`src/rtl/picmicro_pkg.sv`:
```
// Shared constants and types for the PIC-style program-counter return stack.
// Latency: none (definitions only).
// Backpressure: none; the stack never stalls its caller.
package picmicro_pkg;

  localparam int PC_WIDTH            = 13;
  localparam int STACK_DEPTH_DEFAULT = 8;

  // Policy applied when a push arrives while every entry is occupied.
  typedef enum logic {
    STACK_SATURATE,
    STACK_WRAP
  } stack_mode_t;

endpackage

```
`src/rtl/picmicro_param_hw_stack.sv`:
```
// Parameterised hardware return-address stack (circular buffer) with sticky ovf/unf flags.
// Latency: push/pop take effect at the next rising edge; top_data is combinational from state.
// Backpressure: none; a push to a full stack wraps or is dropped, and a pop from empty is ignored.
module picmicro_param_hw_stack
  import picmicro_pkg::*;
#(
  parameter int          WIDTH = PC_WIDTH,
  parameter int          DEPTH = STACK_DEPTH_DEFAULT,
  parameter stack_mode_t MODE  = STACK_WRAP
) (
  input  logic                       clk,
  input  logic                       rst_n,
  input  logic                       push_en,
  input  logic                       pop_en,
  input  logic [WIDTH-1:0]           push_data,
  input  logic                       flag_clr,
  output logic [WIDTH-1:0]           top_data,
  output logic [$clog2(DEPTH+1)-1:0] count,
  output logic                       empty,
  output logic                       full,
  output logic                       ovf,
  output logic                       unf
);

  localparam int              CW       = $clog2(DEPTH + 1);
  localparam int              PW       = $clog2(DEPTH);
  localparam logic [PW-1:0]   LAST_IDX = PW'(DEPTH - 1);
  localparam logic [CW-1:0]   FULL_CNT = CW'(DEPTH);

  logic [WIDTH-1:0] r_mem [DEPTH];
  logic [PW-1:0]    r_wp;
  logic [CW-1:0]    r_count;
  logic             r_ovf;
  logic             r_unf;

  logic [PW-1:0]    w_wp_inc;
  logic [PW-1:0]    w_top_idx;
  logic             w_empty;
  logic             w_full;
  logic             w_wr_en;
  logic [PW-1:0]    w_wr_idx;
  logic [PW-1:0]    w_wp_nxt;
  logic [CW-1:0]    w_count_nxt;
  logic             w_set_ovf;
  logic             w_set_unf;

  assign w_empty = (r_count == '0);
  assign w_full  = (r_count == FULL_CNT);

  // Pointer neighbours; explicit wrap because DEPTH need not be a power of two.
  always_comb begin
    w_wp_inc  = (r_wp == LAST_IDX) ? '0 : r_wp + PW'(1);
    w_top_idx = (r_wp == '0) ? LAST_IDX : r_wp - PW'(1);
  end

  // Decode push/pop into a storage write, pointer/count update and flag events.
  always_comb begin
    w_wr_en     = 1'b0;
    w_wr_idx    = r_wp;
    w_wp_nxt    = r_wp;
    w_count_nxt = r_count;
    w_set_ovf   = 1'b0;
    w_set_unf   = 1'b0;

    if (push_en && pop_en && !w_empty) begin
      // Return-then-call in one cycle: replace the top in place.
      w_wr_en  = 1'b1;
      w_wr_idx = w_top_idx;
    end else if (push_en) begin
      // Also covers push+pop on an empty stack, which is a plain push.
      if (!w_full) begin
        w_wr_en     = 1'b1;
        w_wp_nxt    = w_wp_inc;
        w_count_nxt = r_count + CW'(1);
      end else begin
        w_set_ovf = 1'b1;
        if (MODE == STACK_WRAP) begin
          // wp already points at the oldest entry when full.
          w_wr_en  = 1'b1;
          w_wp_nxt = w_wp_inc;
        end
      end
    end else if (pop_en) begin
      if (!w_empty) begin
        w_wp_nxt    = w_top_idx;
        w_count_nxt = r_count - CW'(1);
      end else begin
        w_set_unf = 1'b1;
      end
    end
  end

  // State update; a flag-setting event outranks flag_clr in the same cycle.
  always_ff @(posedge clk or negedge rst_n) begin
    if (!rst_n) begin
      r_wp    <= '0;
      r_count <= '0;
      r_ovf   <= 1'b0;
      r_unf   <= 1'b0;
      for (int i = 0; i < DEPTH; i++) begin
        r_mem[i] <= '0;
      end
    end else begin
      if (w_wr_en) begin
        r_mem[w_wr_idx] <= push_data;
      end
      r_wp    <= w_wp_nxt;
      r_count <= w_count_nxt;
      r_ovf   <= w_set_ovf | (r_ovf & ~flag_clr);
      r_unf   <= w_set_unf | (r_unf & ~flag_clr);
    end
  end

  assign top_data = w_empty ? '0 : r_mem[w_top_idx];
  assign count    = r_count;
  assign empty    = w_empty;
  assign full     = w_full;
  assign ovf      = r_ovf;
  assign unf      = r_unf;

endmodule

```
`config.mk`:
```
export PLATFORM = sky130hd
export DESIGN_NAME = picmicro_param_hw_stack
export DESIGN_NICKNAME = d
export VERILOG_FILES = /design/src/rtl/picmicro_pkg.sv /design/src/rtl/picmicro_param_hw_stack.sv
export SDC_FILE = /design/constraint.sdc
export NUM_CORES = 1
export LEC_CHECK = 0
export CAP_MARGIN = 20
export CORE_UTILIZATION = 45
export CTS_CLUSTER_DIAMETER = 200
export CTS_CLUSTER_SIZE = 28
export DETAILED_ROUTE_END_ITERATION = 6
export PLACE_DENSITY = 0.74
export SLEW_MARGIN = 10
export SYNTH_ARGS = -nofsm -noshare
export SYNTH_HDL_FRONTEND = slang
export SYNTH_SLANG_ARGS = --single-unit
```
`constraint.sdc`:
```
create_clock -name clk -period 3.94 [get_ports clk]
set_input_delay 0.788 -clock clk [delete_from_list [all_inputs] [get_ports clk]]
set_output_delay 0.788 -clock clk [all_outputs]
set_load 0.01 [all_outputs]
```
==> summary.txt <==
Min path
  • Tightest Hold Check Type: input pin to async pin

Power and ir drop
  • Pleak: 2.83 nW
  • Net Switching: 2.69 mW
  • PD cells: 1020 nW/um^2
  • Sequential share of power: 0.277
  • Max VDD drop: 0.000570 V
  • Power share of the combinational group: 0.489
  • Sw Share: 0.363
  • Internal: 4.72 mW
  • Power share of the clock group: 0.234

STA
  • Final hold vios: 0
  • Final Setup Violations: 0
  • Worst Tran Pin Value: 1.01 ns
  • Final WS setup: 0.173 ns
  • Fmax: 265 MHz
  • Fin Clk Skew: 0.00679 ns
  • Slew margin rel.: 0.329
  • Fin. max-slew vios: 0
  • RSZ-0062 raised after global routing: false
  • Crit path time final: 3.77 ns
  • Final period util: 0.956
  • Worst hold slack: 0.277 ns
  • TNS Setup: 0 ns

Floorplanning
  • Starting Density: 0.462
  • Die Width: 116 um
  • Core area: 12700 sq um
  • Die Y: 116 um
  • IO Count: 39
  • Std cell rows: 41
  • Die area: 13500 sq um

Clock network
  • Clock insertion delay at the later pin of the skew report: 0.42 ns
  • H-tree depth reported by CTS: 4
  • Clk pin slew, worst setup/hold paths: 0.06 ns
  • CTS root buf: clkbuf_16
  • CTS sink cnt: 113
  • Cts bufs inserted: 17
  • CTS tree: built
  • Longest Clk Path Bufs: 2
  • Hold Buf Count CTS: 0

Drt
  • Drt first pass iters: 7
  • Drt wl/cell: 23.4 um
  • DR vias/cell: 6.59
  • Vias after detailed routing: 4686
  • 1st-iter DRT viols: 340
  • Routed WL: 16600 um
  • # DRC: 2
  • Antenna Nets Post-Route: 0

Logic synthesis
  • Ys async rst share: 1.00
  • Synthesized area: 5850 sq um
  • #FFs+latches synth: 113
  • Syn Nets: 510
  • Syn avg cell area: 12.1 sq um
  • Post-Syn Instances: 485
  • Post-synth EDFFs: 0
  • Synth cell types: 42
  • Most used DFF post-synth: dfrtp_1
  • Sequential share of the synthesized area: 0.483
  • Synth warn: 0

GRT
  • First-pass GRT wire length: 26000 um
  • Total global-route track usage: 0.264
  • Initial antenna violation count: 0
  • Largest net degree at the start of global routing: 84
  • GRT Residual Overflow: 0
  • Vias in the first global route: 4763

Critical path
  • CP delay by family, top: buffers and inverters
  • Critical Path End Type: output port
  • Critical Path RT: 3.15 ns
  • Crit-path cells: inv_1, ha_1, or3_1, a21oi_1, buf_4, a22o_1, clkdlybuf4s50_1
  • WS Path Type: flop to output port
  • Max FO, Critical Path: 13
  • Critical path's slowest cell: clkdlybuf4s50_1
  • Startpoint types: flop
  • CP peak stage delay: 0.57 ns
  • Worst EP arrival: 2.98 ns
  • Buf+Inv Stages, Crit Path: 3

Cells and area
  • Area grow syn2layout: 23.6%
  • Area of the multi-input gates: 2840 sq um
  • Storage cell area: 2830 sq um
  • Layout cells sized above 1: 0.210
  • Post-layout util: 0.571
  • Final nets: 551
  • Layout fillers: 1004
  • Number of diodes: 0

Status
  • Failing checks: DRC
  • Status: finished with violations

Run
  • Max-Cap Viols: 0

Placement
  • Place WS: 0.457 ns
  • Port Buf Inserts: 38
  • GPL Wtd Cong: 0.799
  • HPWL Detailed: 10000 um
through the flow:
step           instance area (sq um)  instances  total power, mW
2_1_floorplan                   5850        485             4.23
3_3_place_gp                    6510        677             5.43
3_5_place_dp                    6510        677             5.56
4_1_cts                         7180        709             7.33
5_1_grt                         7240        711             7.76
6_report                        7240        711             7.41
logic make-up (layout without fill, tap and decap cells):
| group | count (synthesis) | after routing | share of synthesized area |
|---|---|---|---|
| and+or+nand+nor | 107 | 107 | 0.0943 |
| muxes | 53 | 53 | 0.152 |
| xor gates and xnor gates | 3 | 3 | 0.00449 |
| adders and majority gates | 7 | 7 | 0.0162 |
| buffers and inverters | 53 | 107 | 0.0372 |
| DFF | 113 | 113 | 0.483 |
| AOI/OAI and AO/OA | 149 | 149 | 0.213 |
area by class of cell:
cell class                      count  area share
Clock buffer                       20      0.0645
Multi-Input combinational cell    319       0.392
Timing Repair Buffer               68      0.0906
Sequential cell                   113       0.391
Clock inverter                     12      0.0284
Tap cell                          172      0.0297
Inverter                            7     0.00363
cell usage in the layout (no fill, tap or decap), types with 5 or more instances in the layout:
cell type | netlist | routed
nand3_1 | 27 | 27
ha_1 | 6 | 5
o211ai_1 | 26 | 26
clkbuf_16 | 0 | 17
mux2_1 | 12 | 12
clkinvlp_4 | 0 | 5
nor4_1 | 5 | 5
a211oi_1 | 5 | 5
o2bb2ai_1 | 55 | 55
clkdlybuf4s50_1 | 0 | 37
buf_4 | 1 | 27
bufinv_16 | 0 | 5
nor2_1 | 6 | 6
nand2_1 | 28 | 28
inv_1 | 7 | 7
mux2_2 | 15 | 15
mux4_2 | 26 | 26
or3_1 | 29 | 29
a2bb2oi_1 | 25 | 25
a22o_1 | 14 | 14
dfrtp_1 | 113 | 112
flip-flops by register name (all words and copies together), names as in the netlist:
signal / cells
r_mem: 104
count: 4
r_wp: 3
ovf: 1
unf: 1
path summary, 6_finish.rpt:
kind                       depth (start not counted)  slack [ns]     endpoint       from
hold / removal                                     1        0.28    r_mem[38]      rst_n
hold reg to reg                                    1        0.49    r_mem[99]  r_mem[99]
setup reg to reg                                   5        1.29    r_mem[30]   count[3]
max in group asynchronous                          3        2.79    r_mem[88]      rst_n
min in group clk                                   1        0.49    r_mem[99]  r_mem[99]
setup / recovery                                   7        0.17  top_data[3]    r_wp[1]
cell usage after synthesis (all sizes together) (2+ instances only):
cell type    n  share of area
a211oi       5         0.0064
nor2b        2         0.0021
ha           6          0.013
nand2       28          0.018
buf         18          0.015
a31oi        2         0.0021
or3         29          0.031
mux4        26           0.10
o32ai        2         0.0056
nor2         6         0.0038
inv          7         0.0045
nand2b       3         0.0032
nor4         5         0.0053
dfrtp      113           0.48
o211a        2         0.0034
o211ai      26          0.033
xor2         2         0.0030
a21oi        4         0.0034
a22o        14          0.021
a2bb2oi     25          0.037
o21ai        8         0.0068
mux2        27          0.052
o2bb2ai     55          0.082
nand3       27          0.023
nor3         3         0.0026
clkbuf      28          0.018
routing by layer:
layer	global-route usage	vias up	wire, um
met5	0	-	0
met4	0.134	0	539
met3	0.0643	46	1160
met2	0.403	243	7920
met1	0.354	2400	7030
li1	-	1997	-
power by group through the flow:
stage / clock network (mW) / registers [mW] / logic [mW]
2_1_floorplan: 0 / 1.91 / 2.32
3_3_place_gp: 0 / 2.01 / 3.42
3_5_place_dp: 0 / 2.04 / 3.52
4_1_cts: 1.74 / 2.03 / 3.56
5_1_grt: 1.79 / 2.10 / 3.87
6_report: 1.73 / 2.05 / 3.63
timing repair:
| item | CTS | global route |
|---|---|---|
| buffers inserted | 0 | 0 |
| resized for setup | 0 | 2 |
| setup endpoints to repair | 0 | 13 |
No activity file was read; power rests on OpenSTA's default activity.
